## src/rtl/alu_seq_pkg.sv

```systemverilog
// Shared definitions for the sequential ALU: opcode values and FSM state encoding.
package alu_seq_pkg;

  localparam logic [2:0] OP_ADD   = 3'b000;
  localparam logic [2:0] OP_SUB   = 3'b001;
  localparam logic [2:0] OP_AND   = 3'b010;
  localparam logic [2:0] OP_OR    = 3'b011;
  localparam logic [2:0] OP_XOR   = 3'b100;
  localparam logic [2:0] OP_NOR   = 3'b101;
  localparam logic [2:0] OP_PASSB = 3'b110;
  localparam logic [2:0] OP_MUL   = 3'b111;

  typedef enum logic {
    ST_IDLE = 1'b0,
    ST_MUL  = 1'b1
  } state_t;

endpackage

```

## src/rtl/alu_seq_if.sv

```systemverilog
// Request/result bundle between the operand source (master) and the ALU (slave).
interface alu_seq_if #(parameter int WIDTH = 16);

  logic             start;
  logic [2:0]       op;
  logic [WIDTH-1:0] a_in;
  logic [WIDTH-1:0] b_in;
  logic [WIDTH-1:0] result;
  logic             carry;
  logic             zero;
  logic             busy;
  logic             done;

  modport master (
    output start, op, a_in, b_in,
    input  result, carry, zero, busy, done
  );

  modport slave (
    input  start, op, a_in, b_in,
    output result, carry, zero, busy, done
  );

endinterface

```

## src/rtl/alu_mul_seq.sv

```systemverilog
// Shift-add multiplier core: one partial product per step, WIDTH steps per multiply.
module alu_mul_seq
  import alu_seq_pkg::*;
#(
  parameter int WIDTH = 16
) (
  input  logic               clk,
  input  logic               rst,
  input  logic               load,
  input  logic               step,
  input  logic [WIDTH-1:0]   a,
  input  logic [WIDTH-1:0]   b,
  output logic [2*WIDTH-1:0] product,
  output logic               last
);

  localparam int CW = $clog2(WIDTH + 1);
  localparam logic [CW-1:0] LAST_COUNT = CW'(WIDTH - 1);

  logic [2*WIDTH-1:0] mcand;
  logic [WIDTH-1:0]   mplier;
  logic [2*WIDTH-1:0] acc;
  logic [CW-1:0]      count;

  // product already includes the current step's partial product, so the
  // owner can take the final value on the same edge that finishes the multiply.
  assign product = mplier[0] ? (acc + mcand) : acc;
  assign last    = (count == LAST_COUNT);

  always_ff @(posedge clk) begin
    if (rst) begin
      mcand  <= '0;
      mplier <= '0;
      acc    <= '0;
      count  <= '0;
    end else if (load) begin
      mcand  <= {{WIDTH{1'b0}}, a};
      mplier <= b;
      acc    <= '0;
      count  <= '0;
    end else if (step) begin
      acc    <= product;
      mcand  <= mcand << 1;
      mplier <= mplier >> 1;
      count  <= count + 1'b1;
    end
  end

endmodule

```

## src/rtl/alu_seq.sv

```systemverilog
// Sequential ALU feeding the accumulator: single-cycle logic/add ops plus a
// multi-cycle MUL, with registered flags and a done pulse used as load enable.
module alu_seq
  import alu_seq_pkg::*;
#(
  parameter int WIDTH = 16
) (
  input  logic        clk,
  input  logic        rst,
  input  logic        ce,
  alu_seq_if.slave    bus
);

  state_t             state;
  logic [WIDTH-1:0]   result_q;
  logic               carry_q;
  logic               zero_q;
  logic               busy_q;
  logic               done_q;

  logic [WIDTH-1:0]   alu_res;
  logic               alu_carry;
  logic               mul_load;
  logic               mul_step;
  logic [2*WIDTH-1:0] mul_product;
  logic               mul_last;

  assign bus.result = result_q;
  assign bus.carry  = carry_q;
  assign bus.zero   = zero_q;
  assign bus.busy   = busy_q;
  assign bus.done   = done_q;

  assign mul_load = ce && (state == ST_IDLE) && bus.start && (bus.op == OP_MUL);
  assign mul_step = ce && (state == ST_MUL);

  alu_mul_seq #(.WIDTH(WIDTH)) u_mul (
    .clk     (clk),
    .rst     (rst),
    .load    (mul_load),
    .step    (mul_step),
    .a       (bus.a_in),
    .b       (bus.b_in),
    .product (mul_product),
    .last    (mul_last)
  );

  // Borrow for SUB falls out of the extra top bit of the widened subtraction.
  always_comb begin
    alu_res   = '0;
    alu_carry = 1'b0;
    case (bus.op)
      OP_ADD:   {alu_carry, alu_res} = {1'b0, bus.a_in} + {1'b0, bus.b_in};
      OP_SUB:   {alu_carry, alu_res} = {1'b0, bus.a_in} - {1'b0, bus.b_in};
      OP_AND:   alu_res = bus.a_in & bus.b_in;
      OP_OR:    alu_res = bus.a_in | bus.b_in;
      OP_XOR:   alu_res = bus.a_in ^ bus.b_in;
      OP_NOR:   alu_res = ~(bus.a_in | bus.b_in);
      OP_PASSB: alu_res = bus.b_in;
      default:  alu_res = '0;
    endcase
  end

  always_ff @(posedge clk) begin
    if (rst) begin
      state    <= ST_IDLE;
      result_q <= '0;
      carry_q  <= 1'b0;
      zero_q   <= 1'b0;
      busy_q   <= 1'b0;
      done_q   <= 1'b0;
    end else if (ce) begin
      done_q <= 1'b0;
      case (state)
        ST_IDLE: begin
          if (bus.start) begin
            if (bus.op == OP_MUL) begin
              state  <= ST_MUL;
              busy_q <= 1'b1;
            end else begin
              result_q <= alu_res;
              carry_q  <= alu_carry;
              zero_q   <= (alu_res == '0);
              done_q   <= 1'b1;
            end
          end
        end
        ST_MUL: begin
          if (mul_last) begin
            result_q <= mul_product[WIDTH-1:0];
            carry_q  <= |mul_product[2*WIDTH-1:WIDTH];
            zero_q   <= (mul_product[WIDTH-1:0] == '0);
            done_q   <= 1'b1;
            busy_q   <= 1'b0;
            state    <= ST_IDLE;
          end
        end
        default: state <= ST_IDLE;
      endcase
    end
  end

endmodule

```

## src/flat_wrapper.sv

```systemverilog
// flat-port wrapper written by rule: the top's interface ports become plain ports
module alu_seq_flat import alu_seq_pkg::*;
#(
  parameter int WIDTH = 16
)
  (clk, rst, ce, bus_start, bus_op, bus_a_in, bus_b_in, bus_result, bus_carry, bus_zero, bus_busy, bus_done);
  alu_seq_if #(.WIDTH(WIDTH)) bus_i ();
  input  logic clk;
  input  logic rst;
  input  logic ce;
  input wire logic [$bits(bus_i.start)-1:0] bus_start;
  input wire logic [$bits(bus_i.op)-1:0] bus_op;
  input wire logic [$bits(bus_i.a_in)-1:0] bus_a_in;
  input wire logic [$bits(bus_i.b_in)-1:0] bus_b_in;
  output wire logic [$bits(bus_i.result)-1:0] bus_result;
  output wire logic [$bits(bus_i.carry)-1:0] bus_carry;
  output wire logic [$bits(bus_i.zero)-1:0] bus_zero;
  output wire logic [$bits(bus_i.busy)-1:0] bus_busy;
  output wire logic [$bits(bus_i.done)-1:0] bus_done;
  assign bus_i.start = bus_start;
  assign bus_i.op = bus_op;
  assign bus_i.a_in = bus_a_in;
  assign bus_i.b_in = bus_b_in;
  assign bus_result = bus_i.result;
  assign bus_carry = bus_i.carry;
  assign bus_zero = bus_i.zero;
  assign bus_busy = bus_i.busy;
  assign bus_done = bus_i.done;
  alu_seq #(.WIDTH(WIDTH)) u_core (.clk(clk), .rst(rst), .ce(ce), .bus(bus_i));
endmodule
```

## config.mk

```make
export PLATFORM = sky130hd
export DESIGN_NAME = alu_seq_flat
export DESIGN_NICKNAME = d
export VERILOG_FILES = /design/src/rtl/alu_seq_pkg.sv /design/src/rtl/alu_seq_if.sv /design/src/rtl/alu_mul_seq.sv /design/src/rtl/alu_seq.sv /design/src/flat_wrapper.sv
export SDC_FILE = /design/constraint.sdc
export NUM_CORES = 1
export LEC_CHECK = 0
export CELL_PAD_IN_SITES_DETAIL_PLACEMENT = 1
export CELL_PAD_IN_SITES_GLOBAL_PLACEMENT = 2
export CORE_MARGIN = 4
export CORE_UTILIZATION = 34
export DETAILED_ROUTE_END_ITERATION = 10
export DONT_BUFFER_PORTS = 1
export PLACE_DENSITY_LB_ADDON = 0.15
export RECOVER_POWER = 100
export SYNTH_ARGS = -nofsm -noshare
export SYNTH_HDL_FRONTEND = slang
export SYNTH_SLANG_ARGS = --single-unit
```

## constraint.sdc

```tcl
create_clock -name clk -period 3.45 [get_ports clk]
set_input_delay 0.5175 -clock clk [delete_from_list [all_inputs] [get_ports clk]]
set_output_delay 0.5175 -clock clk [all_outputs]
set_load 0.02 [all_outputs]
```

Word-level counts from Yosys, hierarchy flattened
Cells that the tools add are included.
- add/subtract/negate cells: 4
- $mul: 0
- divide/modulo/power cells: 0
- magnitude comparators: 0
- equality and inequality tests: 12
- shift-type cells: 0
- multiplexer cells: 31
- bitwise gates (word level): 5
- reduce and logical (&&, ||, !) cells: 12
- operators by type and width (kind ; number):
    $mux 16 ; 7
    $pmux 16 s7 ; 1
    $add 32x32->32 ; 1
    $logic_not 16->1 ; 2
    $mux 32 ; 1
    $pmux 16 s2 ; 1
    $add 16x16->17 ; 1
    $sub 16x16->17 ; 1
    $and 16x16->16 ; 1
    $not 16->16 ; 1
    $or 16x16->16 ; 1
    $reduce_or 16->1 ; 1
    $xor 16x16->16 ; 1
    $mux 1 ; 15
    $eq 3x3->1 const B ; 4
    $pmux 1 s2 ; 6
    $ne 2x2->1 const B ; 4
    $reduce_and 4->1 ; 2
    $eq 3x2->1 const B ; 2
    $add 5x1->5 const B ; 1
    $eq 5x4->1 const B ; 1
    $logic_and 1x1->1 ; 4
    $eq 3x1->1 const B ; 1
    $logic_not 3->1 ; 1
    other kinds (3) ; 3
- register bits after elaboration: 106
- latch bits: 0
- RAM bits: 0
- ROM bits: 0
- input bits: 39
- output and inout port bits: 20
- word-level logic and storage cells: 75
- memories kept: 0

Longest topological paths before layout
Gate-level depths: netlist of the first run.
- word-level depth: 7
- depth in mapped cells: 15
- mapped depth without buffers: 15

Hierarchy
From an unflattened synthesis of the first run, not the netlist that was laid out.
- cell total of the unflattened synthesis: 1220
- area total of the unflattened synthesis: 9415.3 um^2
- modules (own cells, without submodules) (module ; times used ; cells each ; area an instance (um^2) ; sequential area each (um^2)):
    alu_mul_seq ; 1 ; 678 ; 5537.8 ; 1701.6
    alu_seq ; 1 ; 542 ; 3877.5 ; 420.4

Worst setup path after synthesis of the first run
No wires, ideal clock.
- path type: input port to flip-flop
- from: in bus_a_in[0]
- to: reg u_core.zero_q (netlist: u_core.bus.zero)
- library setup time: 0.059 ns
- data arrival time: 3.322 ns
- data required time: 3.391 ns
- path slack: 0.068 ns
- stages on the path: 15
- buffers on the path: 0
- cell sequence: inv_1 -> ha_1 -> inv_1 -> fa_1 -> nor2b_1 -> o21ai_0 -> nor2b_1 -> o41ai_2 -> o31ai_1 -> o221ai_1 -> a222oi_1 -> nand3_1 -> or4_1 -> nor3_1 -> a41o_1
- longest elaborated chain between the ends: 7
- elaborated cells on any way between the ends: 11
- classes of those cells: add/sub (2); mux (4); bitwise (4); reduce/logical (1)
- ends and longest elaborated chain (what ; line ; source):
    start: declaration ; flat_wrapper.sv:13 ; input wire logic [$bits(bus_i.a_in)-1:0] bus_a_in;
    branches (longest 2 deep; another with $sub 16x16->17) ; - ;
    $pmux 16 s7 (*) ; alu_seq.sv:52 ; case (bus.op)
    $logic_not 16->1 (*) ; alu_seq.sv:83 ; zero_q <= (alu_res == '0);
    $mux 1 (*) ; alu_seq.sv:77 ; if (bus.op == OP_MUL) begin
    $mux 1 (*) ; alu_seq.sv:76 ; if (bus.start) begin
    $pmux 1 s2 (*) ; alu_seq.sv:74 ; case (state)
    end signal: assignment ; alu_seq.sv:83 ;
    end signal: assignment ; alu_seq.sv:92 ; zero_q <= (mul_product[WIDTH-1:0] == '0);
    end: declaration ; alu_seq.sv:17 ; logic zero_q;
Mark *: on every way between the ends. The select of a mux whose other input is x is not followed.
A chain may end at the register's enable or synchronous reset.

Worst setup path in the final report of the first run
- from: reg u_core.u_mul.mcand[2]
- to: reg u_core.carry_q (netlist: u_core.bus.carry)
- longest elaborated chain between the ends: 5
- ends and longest elaborated chain (what ; line ; source):
    start: declaration ; alu_mul_seq.sv:20 ; logic [2*WIDTH-1:0] mcand;
    start signal: assignment ; alu_mul_seq.sv:37 ; mcand <= {{WIDTH{1'b0}}, a};
    start signal: assignment ; alu_mul_seq.sv:43 ; mcand <= mcand << 1;
    $add 32x32->32 ; alu_mul_seq.sv:27 ; assign product = mplier[0] ? (acc + mcand) : acc;
    $mux 32 ; alu_mul_seq.sv:27 ;
    $reduce_or 16->1 ; alu_seq.sv:91 ; carry_q <= |mul_product[2*WIDTH-1:WIDTH];
    $mux 1 ; alu_seq.sv:89 ; if (mul_last) begin
    $pmux 1 s2 ; alu_seq.sv:74 ;
    end signal: assignment ; alu_seq.sv:82 ; carry_q <= alu_carry;
    end signal: assignment ; alu_seq.sv:91 ;
    end: declaration ; alu_seq.sv:16 ; logic carry_q;
Every way passes these cells. The select of a mux whose other input is x is not followed.

==> run summary, run 1 <==
The count of unique library cells instantiated by Yosys is 75, and the count of flip-flops with a built-in enable after synthesis is 0. TritonCTS built the clock tree. The first global-routing pass estimated 53400 um of wire. Derived from the worst setup path, the maximum achievable clock frequency is 292 MHz. For this run, the number of Yosys warnings is 0. The sequential fraction of design power was 0.409; the total power density per cell area was 300 nW/um2. The worst slack at placement was -0.286 ns.

The number of antenna violations at the first check in global routing is 0, and the die footprint is 28200 um2. Leaving out fill and tap cells, the most frequent cell in the layout is sky130_fd_sc_hd__nand2_1. In the routed design, unresolved DRC markers number 0. The total detailed-routing wirelength was 33000 um; the standard-cell row count was 58. The worst setup path is of the reg2reg kind. In the final routed layout, each cell accounts on average for 20.5 um. The maximum clock path buffer count came out at 2. At the pin with the least slew margin, the transition time is 1.04 ns. The first detailed-routing pass ran for 5 iterations. The first routing iteration left 604 violations. The library cell contributing the largest single delay on the critical path was sky130_fd_sc_hd__or3_4.

The H-tree depth is 3, and the biggest cell delay along the critical path is 0.41 ns. Data on the critical path is required at its endpoint by 3.71 ns. The core footprint came out at 25200 um2. After the last flow step, the layout net total stands at 1402. Overall die height: 168 um. The share of flip-flops with an asynchronous set or reset is 0. The flip-flop cell with the highest count after synthesis is sky130_fd_sc_hd__dfxtp_1.

The synthesized design contains 106 register bits. Initial core utilization: 0.346. At the end of routability-driven placement, the weighted congestion stood at 0.884. The setup clock skew after layout is 0.0108 ns, and the maximum fanout count along the critical path is 3. After filler insertion, the fill cell instance count of the layout stands at 3107. The count of max-cap constraint violations is 0, and the half-perimeter wire length after placement is 25200 um. The layout overhead on the synthesized area is 20.0%.

The post-synthesis area per instance was 7.28 um2. The number of nets with antenna violations after detailed routing was 0. In the layout the commonest cells are sky130_fd_sc_hd__nand2_1 (196), sky130_fd_sc_hd__buf_4 (126), sky130_fd_sc_hd__a21oi_1 (120), sky130_fd_sc_hd__nor2_1 (117), sky130_fd_sc_hd__dfxtp_1 (102). Entering global routing, the biggest net connects 55 pins. The run gives 0.387 as the part of the power in the clock network. The netlist area before placement is 8700 um2. The net count after synthesis came out at 1321. Setup repair after global routing could not meet its margin everywhere. The routed layout has 9067 vias. The count of endpoints failing hold in the final timing report was 0; the number of slew-limit violations in the final report was 0.

The flow ran to the end, and the final reports show no timing, DRC or antenna violations. For the final routed database, the setup TNS stands at 0 ns. Synthesis handed over a netlist of 1195 instances. For this run the aggregate overflow at the end of global routing stands at 0.

Net switching share of the total power: 0.308. For this design, the sink count on the clock tree is 106. For the logic gate share of total power, the log shows 0.205. Via count of the first global-routing pass: 9538. The critical path contains buffers and inverters numbering 0 combined. The critical path's top delay family was compound AO/OA/AOI/OAI gates. The run gives 0.307 as the normalized max-slew margin. The routed design could run at a clock period as short as 3.43 ns. From left edge to right edge, the die measures 168 um.

Fraction of the cycle the final worst path needs: 0.994. The tools report the critical path startpoint category as a flip-flop. The tightest min-delay check is of the in2reg type. Walking the worst path, the cells encountered are ha_1 > nor2b_2 > o31a_1 > o31a_1 > nor2b_2 > nor3_2 > or3_4 > a2111oi_4 > o21ai_2 > nor4b_4 > o2111ai_2 > a32o_1. The clock latency of the later-clocked register in the worst-skew pair is 0.37 ns, and the leakage dissipation is 4.18 nW.

Final core utilization: 0.415. The tools report the endpoint class of the critical path as a flip-flop. The number of setup violations in the final report came out at 0.

The setup slack after layout is 0.0198 ns, and the aggregate global-route resource usage is 0.233. The final antenna diode count is 0, and the clock-pin slew on the worst setup and hold paths is 0.08 ns. The sequential cell area fraction in the yosys report was 0.244.

Total clock buffers created by CTS: 9. Buffers placed on the I/O ports in this run total 0. Pin placement for this block handled 59 I/O pins. Clock root buffer: sky130_fd_sc_hd__clkbuf_16. The internal portion of the total power is 2.17 mW. Total net switching power: 966 uW. The share of final-layout standard cells stronger than drive strength 1 was 0.160; the per-cell via count in the routed design was 5.63. Across the VDD grid, the largest voltage drop is 0.199 mV. For the worst setup path, the data arrival time is 3.69 ns.
[synthesized netlist by cell type (13+ instances only)]
master	n	area share
sky130_fd_sc_hd__o21ai_0	72	0.041
sky130_fd_sc_hd__inv_1	60	0.026
sky130_fd_sc_hd__dfxtp_1	106	0.24
sky130_fd_sc_hd__clkbuf_1	64	0.028
sky130_fd_sc_hd__mux2i_1	21	0.024
sky130_fd_sc_hd__a211oi_1	30	0.026
sky130_fd_sc_hd__ha_1	84	0.12
sky130_fd_sc_hd__nor3_1	17	0.0098
sky130_fd_sc_hd__nand2_1	197	0.085
sky130_fd_sc_hd__xnor2_1	13	0.013
sky130_fd_sc_hd__nor2_1	118	0.051
sky130_fd_sc_hd__xor2_1	15	0.015
sky130_fd_sc_hd__a311oi_1	18	0.018
sky130_fd_sc_hd__a22oi_1	23	0.020
sky130_fd_sc_hd__a21oi_1	123	0.071
[metrics by stage]
| stage | power (mW) | instances | hold slack, ns | area (um2) |
|---|---|---|---|---|
| floorplan | 1.71 | 1195 | 0.436 | 8700 |
| global placement | 1.93 | 1589 | 0.435 | 9880 |
| detailed placement | 1.94 | 1589 | 0.442 | 9880 |
| CTS | 3.16 | 1607 | 0.198 | 10300 |
| global route | 3.30 | 1611 | 0.201 | 10400 |
| finish | 3.14 | 1611 | 0.209 | 10400 |
[cell type report]
cell class                 instances  area, um2  area share
inverter                          62        233      0.0223
multi-input combinational        959       6310       0.605
timing repair buffer             138       1020      0.0980
tap                              330        413      0.0395
clock buffer                       9        225      0.0216
clock inverter                     7        109      0.0104
sequential                       106       2130       0.204
[per-layer routing]
metal | vias to the layer above | share of wire | track usage
met5 | - | 0 | 0
met4 | 0 | 0.0068 | 0.0356
met3 | 18 | 0.043 | 0.0347
met2 | 142 | 0.45 | 0.376
met1 | 4436 | 0.50 | 0.338
li1 | 4471 | - | -
[worst paths after layout]
| path | start | endpoint | slack, ns | cells past startpoint |
|---|---|---|---|---|
| worst max-delay path | u_core.u_mul.mcand[2] | u_core.bus.carry | 0.02 | 12 |
| worst max register to register | u_core.u_mul.mcand[2] | u_core.bus.carry | 0.02 | 12 |
| worst min-delay path | rst | u_core.u_mul.mplier[9] | 0.21 | 1 |
| worst min register to register | u_core.u_mul.mplier[6] | u_core.u_mul.mplier[6] | 0.45 | 2 |
[power by group through the flow]
| stage | Clock (mW) | Sequential [mW] | Combinational [mW] |
|---|---|---|---|
| 2_1_floorplan | 0 | 1.30 | 0.408 |
| 3_3_place_gp | 0 | 1.31 | 0.618 |
| 3_5_place_dp | 0 | 1.31 | 0.625 |
| 4_1_cts | 1.25 | 1.28 | 0.630 |
| 5_1_grt | 1.30 | 1.29 | 0.717 |
| 6_report | 1.21 | 1.28 | 0.642 |
[state kept, by name, summed over array words and instances, names as in the netlist]
signal,flops
u_core.bus.busy,1
u_core.bus.carry,1
u_core.bus.done,1
u_core.bus.result,16
u_core.bus.zero,1
u_core.state,1
u_core.u_mul.acc,32
u_core.u_mul.count,5
u_core.u_mul.mcand,32
u_core.u_mul.mplier,16
[cell families after synthesis]
kind of cell	synth area share
muxes	0.0280
AOI/OAI and AO/OA	0.308
adders and majority gates	0.128
xor gates and xnor gates	0.0282
DFF	0.244
buffers and inverters	0.0561
and+or+nand+nor	0.208
[what timing repair did]
action	4_1_cts	5_1_grt
setup buffers	2	4
gates resized for setup	16	30
pin swaps	9	29
hold buffers	0	0
setup endpoints to repair	1	4
No activity file was read; power rests on OpenSTA's default activity.
==> run 2, diff against run 1 <==
Settings changed: ABC_AREA set to 1, CORE_MARGIN 4 to 2, CORE_UTILIZATION 34 to 32.
==> run 2 against run 1 <==
Effect of this change:
- via count up 12%
- flip-flop and latch count unchanged
- area after synthesis up 11%
- combinational power decreased by 9.5%
- utilization fell by 6.9 points
- non-clock buffer count down 122
- largest power group unchanged
==> run summary, run 2 <==
The run finished with clean final reports. The tools report the final setup TNS as 0 ns (unchanged). The run gives 37900 um (+15%) as the total detailed-routing wirelength. Critical path startpoint category: a flip-flop.

The setup slack after layout is 0.409 ns (+0.390 ns), and the largest net degree at the start of global routing is 82 (+49%). The final routed wire length divided by cell count is 19.1 um (-6.9%), and the count of endpoints failing hold in the final timing report is 0 (unchanged). For the aggregate global routing overflow, the log shows 0 (unchanged). The biggest cell delay along the critical path came out at 0.92 ns (+0.51 ns).

The tools report the endpoint class of the critical path as a flip-flop. The run gives 0 (unchanged) as the number of hold buffers added after cts. The overall die height is 178 um (+5.9%). The reg-to-reg setup timing slack is 0.41 ns (+0.39 ns).

The worst path required time was 3.73 ns (+0.02 ns). The share of final-layout standard cells stronger than drive strength 1 works out to 0.0388 (-0.121). The setup fix buffers added after clock tree synthesis is 0 (-2).

The critical path's top delay family is simple AND/OR/NAND/NOR gates. The layout overhead on the synthesized area works out to 6.39%. The number of warnings printed during yosys synthesis was 0 (unchanged). The number of antenna violations at the first check in global routing was 0 (unchanged). Total power density per cell area: 285 nW/um2 (-5.0%). For the net count after synthesis, the log shows 1752 (+33%). The largest registers in the layout are u_core.u_mul.acc x32, u_core.u_mul.mcand x32. The tools report the detailed-route DRC error count as 0 (unchanged). The pin slew with the least headroom to its limit is 1.20 ns (+0.161 ns). TritonCTS built the clock tree. The count of flip-flops with a built-in enable after synthesis is 0 (unchanged), and the half-perimeter wire length after placement is 30400 um (+21%). The area share of the leading cell type in the synthesized netlist was 0.219 (-0.0243). The maximum vdd ir drop is 0.251 mV (+26%).

The worst slack at placement is 0.486 ns (+0.772 ns), and the post-CTS resize count is 0 (-16). The final antenna diode count came out at 0 (unchanged). The logs give 10200 (+12%) for the via count and 31600 um2 (+12%) for the die footprint. For the I/O pin total, the log shows 59 (unchanged).

Walking the worst path, the cells encountered are inv_1 > nand3_1 > nor2_1 > nor2_1 > clkbuf_1 > nand2_1 > a31oi_1. The run gives 9670 um2 (+11%) as the netlist area before placement. The tools report the H-tree depth as 3 (unchanged). The cell area reported after detailed placement is 10000 um2 (+1.5%), and the final-stage net count is 1721 (+23%).

The share of flip-flops with an asynchronous set or reset is 0 (unchanged). The per-cell via count in the routed design was 5.10 (-9.4%); the maximum clock path buffer count was 2 (unchanged). The maximum fanout count along the critical path works out to 21 (+18).

Yosys attributes the largest share of cell area to sky130_fd_sc_hd__dfxtp_1 (22%), sky130_fd_sc_hd__nand2_1 (20%), sky130_fd_sc_hd__ha_1 (11%), sky130_fd_sc_hd__inv_1 (10%), sky130_fd_sc_hd__nor2_1 (5.2%). The cell that appears most often on the critical path is sky130_fd_sc_hd__nor2_1. Type of the worst min-delay path: in2reg.

The sequential cell area fraction in the yosys report is 0.219 (-0.0243), and the worst-case reg-to-reg path depth is 7 (-5). The most common cell in the synthesized netlist was sky130_fd_sc_hd__nand2_1. The tools report the capture point of the worst reg-to-reg path as u_core.u_mul.mplier[5]. The final estimated routing congestion in global placement is 0.899 (+1.7%). The overall die width is 178 um (+5.9%).

In the synthesized netlist the dominant register cell turns out to be sky130_fd_sc_hd__dfxtp_1. For the normalized max-slew margin, the log shows 0.199 (-0.108). The tools report the DRC marker count from the first detailed-route iteration as 597 (-1.2%).

The most frequent standard cell in the layout excluding fill and tap cells is sky130_fd_sc_hd__nand2_1. The design area is 10300 um2 (-1.5%). The number of slew-limit violations in the final report was 0 (unchanged). Count of buffer and inverter cells on the critical path: 2 (+2). The cell taking the most area after synthesis is sky130_fd_sc_hd__dfxtp_1. The root buffer cell chosen for the clock tree is sky130_fd_sc_hd__clkbuf_16. The first-pass iteration count of the detailed router was 7 (+2).

In this run the worst setup path terminates at u_core.u_mul.mplier[5]. For the core footprint, the log shows 29700 um2 (+18%). The logs give 0.245 (+0.0118) for the aggregate global-route resource usage and 329 MHz (+13%) for the fmax. The post-synthesis area per instance is 5.95 um2 (-18%).

The tools report the count of unique library cells instantiated by Yosys as 51 (-32%). Library cell contributing the largest single delay on the critical path: sky130_fd_sc_hd__nor2_1. In this run the critical register-to-register path is launched from u_core.state. The via count of the first global-routing pass was 10100 (+6.2%). The tools report the number of sinks driven by the clock tree as 106 (unchanged). Ranked by instance count, the synthesized netlist is headed by sky130_fd_sc_hd__nand2_1 (518), sky130_fd_sc_hd__inv_1 (258), sky130_fd_sc_hd__nor2_1 (133). The setup path with the least slack is of type reg2reg. The leakage dissipation was 5.14 nW (+23%); the clock-pin slew on the worst setup and hold paths was 0.08 ns (about the same).

The global-route wire length before repair came out at 59500 um (+11%). The setup clock skew after layout is 0.0169 ns (+0.00610 ns). In the layout the commonest cells are sky130_fd_sc_hd__nand2_1 (517), sky130_fd_sc_hd__inv_1 (260), sky130_fd_sc_hd__nor2_1 (134), sky130_fd_sc_hd__dfxtp_1 (106), sky130_fd_sc_hd__a21oi_1 (98).

Clock latency of the later-clocked register in the worst-skew pair: 0.36 ns (about the same). The run gives 3.33 ns (-0.36 ns) as the signal arrival time at the worst endpoint. Setup repair after global routing left no endpoint under its margin. The number of setup violations in the final report was 0 (unchanged). The standard-cell row count was 63 (+8.6%); the quantity of I/O buffers inserted on ports was 0 (unchanged).

The synthesized netlist cell count is 1626 (+36%). Flip-flop and latch count after synthesis: 106 (unchanged). The number of logic stages on the critical path including buffering was 7 (-5); the fraction of the cycle the final worst path needs was 0.881 (-0.113). The initial core utilization is 0.325 (-0.0203). The post-route minimum period came out at 3.04 ns (-0.390 ns). Cell count of the worst hold path: 1 (unchanged). The run gives 3951 (+27%) as the filler cell count in the final layout. The count of max-cap constraint violations was 0 (unchanged); the number of nets with antenna violations after detailed routing was 0 (unchanged). The most critical setup path has its startpoint at u_core.state. The total clock buffers created by CTS came out at 9 (unchanged).
-- run 2: cell types whose count changed after synthesis, moves of 11 or more --
cell / delta
sky130_fd_sc_hd__buf_2: +12
sky130_fd_sc_hd__nor2_1: +15
sky130_fd_sc_hd__nor2b_1: -12
sky130_fd_sc_hd__a311oi_1: -18
sky130_fd_sc_hd__a21oi_1: -24
sky130_fd_sc_hd__clkbuf_1: -34
sky130_fd_sc_hd__o22ai_1: +11
sky130_fd_sc_hd__nand2_1: +321
sky130_fd_sc_hd__mux2i_1: -18
sky130_fd_sc_hd__a211oi_1: -20
sky130_fd_sc_hd__a31oi_1: +31
sky130_fd_sc_hd__inv_1: +198
sky130_fd_sc_hd__a22oi_1: -23
sky130_fd_sc_hd__nand3_1: +84
-- run 2: cells by family (layout without fill, tap and decap cells) --
| kind of cell | Yosys count | count (layout) | share of synthesized area |
|---|---|---|---|
| xor+xnor | 18 | 18 | 0.0163 |
| compound gates | 282 | 282 | 0.173 |
| fa+ha+maj | 87 | 87 | 0.115 |
| mux | 3 | 3 | 0.00311 |
| simple gates | 806 | 806 | 0.342 |
| buf+inv | 324 | 298 | 0.131 |
| flops | 106 | 106 | 0.219 |
-- run 2: routing by layer --
metal  share of wire  GRT usage  routed length [um]  up-vias
met5               0          0                   0        -
met4           0.017     0.0512                 648        0
met3           0.033     0.0306                1260       28
met2            0.41      0.371               15700      132
met1            0.54      0.368               20300     4877
li1                -          -                   -     5113
-- run 2: area by class of cell --
type | instances | area (um2) | area share
clock inverters | 6 | 57.6 | 0.00559
clock buffers | 10 | 229 | 0.0223
flip-flops and latches | 106 | 2120 | 0.206
repair buffers | 16 | 110 | 0.0107
inverters | 266 | 998 | 0.0970
multi-input cells | 1196 | 6280 | 0.611
well taps | 390 | 488 | 0.0474
-- run 2: worst min path at each step --
| stage | from | end | slack, ns |
|---|---|---|---|
| floorplan | u_core.u_mul.mplier[15] | u_core.u_mul.mplier[15] | 0.44 |
| global placement | u_core.u_mul.mplier[15] | u_core.u_mul.mplier[15] | 0.45 |
| detailed placement | u_core.u_mul.mplier[15] | u_core.u_mul.mplier[15] | 0.45 |
| CTS | rst | u_core.bus.busy | 0.21 |
| global route | rst | u_core.bus.busy | 0.21 |
| finish | rst | u_core.bus.result[6] | 0.22 |
-- run 2: worst reg2reg max path, stage by stage (launching register included) --
cell,delay (ns)
sky130_fd_sc_hd__dfxtp_1,0.33
sky130_fd_sc_hd__inv_1,0.17
sky130_fd_sc_hd__nand3_1,0.16
sky130_fd_sc_hd__nor2_1,0.16
sky130_fd_sc_hd__nor2_1,0.93
sky130_fd_sc_hd__clkbuf_1,0.89
sky130_fd_sc_hd__nand2_1,0.16
sky130_fd_sc_hd__a31oi_1,0.18
-- run 2: where the power goes --
part           leakage (nW)  total (mW)  internal, mW  switching, mW
sequential            0.857        1.29          1.25         0.0387
combinational          4.14       0.581         0.179          0.402
clock                 0.141        1.07         0.510          0.559
total                  5.14        2.94          1.93           1.00
-- run 2: through the flow --
stage	power (mW)	cells	hold WS, ns	utilization
global route	3.08	1990	0.211	0.346
CTS	2.97	1990	0.208	0.347
detailed placement	1.89	1974	0.449	0.338
global placement	1.88	1974	0.448	0.338
floorplan	1.73	1626	0.441	-
finish	2.94	1990	0.224	0.346
==> edit, RTL diff (config.mk and constraints of run 1) <==
One comparison of `count` changes from == to >=.
--- a/src/rtl/alu_mul_seq.sv
+++ b/src/rtl/alu_mul_seq.sv
@@ -25,7 +25,7 @@
   // product already includes the current step's partial product, so the
   // owner can take the final value on the same edge that finishes the multiply.
   assign product = mplier[0] ? (acc + mcand) : acc;
-  assign last    = (count == LAST_COUNT);
+  assign last    = (count >= LAST_COUNT);
 
   always_ff @(posedge clk) begin
     if (rst) begin
Formal check against the unedited RTL: same outputs for any inputs over 10 cycles, from zero or initial values and one cycle with rst high; that may be too few to reach the edited logic, so the function may still have changed.
==> edit against run 1 <==
  * The run now ends with capacitance limit, slew limit left
  * First-iteration DRC count increased by 30%
  * Sequential cell count unchanged
  * Highest routed layer unchanged
  * Sequential share of layout area increased by 1.8 points
  * Final cell count decreased by 8.6%
  * Setup slack improved by 0.20 ns
  * Area after synthesis increased by 1.7%
  * Routed wire length decreased by 0.89%
  * Total power decreased by 3.8%
  * Cell area decreased by 8.3%
==> edit: results (changes against run 1) <==
synth_fa_ha_area_share_pct: 12.6  # was 12.8%
fillers: 3142  # was 3,107
p_per_area_nw_per_um2: 315  # was 300 nW/um^2
grt_util_met3_pct: 5.43  # was 3.47%
critPathSlowestCell: "fa_1"  # was or3_4
status: "finished, violations left"  # was completed
routedWlPerCell_um: 22.2  # was 20.5 um
tightestPinTransition_ns: 1.69  # was 1.04 ns
gr-usage-met2_pct: 34.0  # was 37.6%
met3_length_um: 2150  # was 1400 um
synth_compound_area_share_pct: 30.0  # was 30.8%
syn_inst: 1162  # was 1,195
p_sw_uw: 941  # was 966 uW
maxSlewViolCount: 34  # was 0
ys_seq_area_share_pct: 24.0  # was 24.4%
synth-xor-area-share_pct: 3.27  # was 2.82%
grt_usage_pct: 22.7  # was 23.3%
max_cap_violations: 1  # was 0
comb_power_share_pct: 20.0  # was 20.5%
dr_wl_met2_um: 13900  # was 14,900 um
preCtsSetupSlack_ns: -0.0139  # was -0.286 ns
yosys-top-cells-area: "dfxtp_1, ha_1, a21oi_1"  # was dfxtp_1, ha_1, nand2_1
detail_route.first_pass.iterations: 8  # was 5
p_clk_share_pct: 37.5  # was 38.7%
synth.top_cells.by_count: "nor2_1, nand2_1, a21oi_1"  # was nand2_1, a21oi_1, nor2_1
dp_hpwl_um: 24800  # was 25,200 um
drive_gt1_share_pct: 7.79  # was 16.0%
met1_length_um: 16300  # was 16,400 um
violations: "capacitance limit, slew limit"
skew_ns: 0.00692  # was 0.0108 ns
final_cells: 1473  # was 1,611
grt_pass1_wl_um: 51900  # was 53,400 um
edit: cell types whose count changed after synthesis, moves of 9 or more:
| cell | change |
|---|---|
| a311oi_1 | -15 |
| a21oi_1 | -13 |
| nor2_1 | +9 |
| a22oi_1 | -15 |
| nand2_1 | -77 |
| o21ai_0 | -25 |
| and3_1 | +10 |
| nand3_1 | +10 |
| a222oi_1 | +30 |
| buf_2 | +9 |
edit: metrics by stage:
step	cell area, sq um	TNS, ns
detailed placement	9270	-0.0139
global placement	9270	0
finish	9580	0
CTS	9580	0
floorplan	8850	0
global route	9580	0
edit: path summary, 6_finish.rpt:
kind,end,slack (ns),cells after the start,startpoint
setup reg to reg,u_core.bus.carry$_SDFFE_PP0P_,0.22,14,u_core.u_mul.acc[0]$_SDFFE_PP0P_
hold / removal,u_core.bus.result[0]$_SDFFE_PP0P_,0.22,1,rst
setup / recovery,u_core.bus.carry$_SDFFE_PP0P_,0.22,14,u_core.u_mul.acc[0]$_SDFFE_PP0P_
hold reg to reg,u_core.u_mul.mcand[31]$_SDFFE_PP0P_,0.47,2,u_core.u_mul.mcand[31]$_SDFFE_PP0P_
edit: area by class of cell:
cell class / instances / area share [%]
diodes: 1 / 0.0261
well taps: 330 / 4.31
repair buffers: 43 / 3.17
inverters: 60 / 2.35
clock inverters: 6 / 0.731
multi-input cells: 917 / 64.8
clock buffers: 10 / 2.49
flip-flops and latches: 106 / 22.2
edit: worst register-to-register path: cells and delay by family (launching register included):
kind            cells  cell delay (ns)
compound gates      5             1.21
simple gates        4             0.58
buf+inv             2             0.21
fa+ha+maj           2             0.62
xor+xnor            1             0.15
flops               1             0.37
edit: timing repair:
action,CTS,global route
endpoints found under the setup margin,0,1
buffers inserted,0,0
endpoints found under the hold margin,0,0
resized for setup,0,7
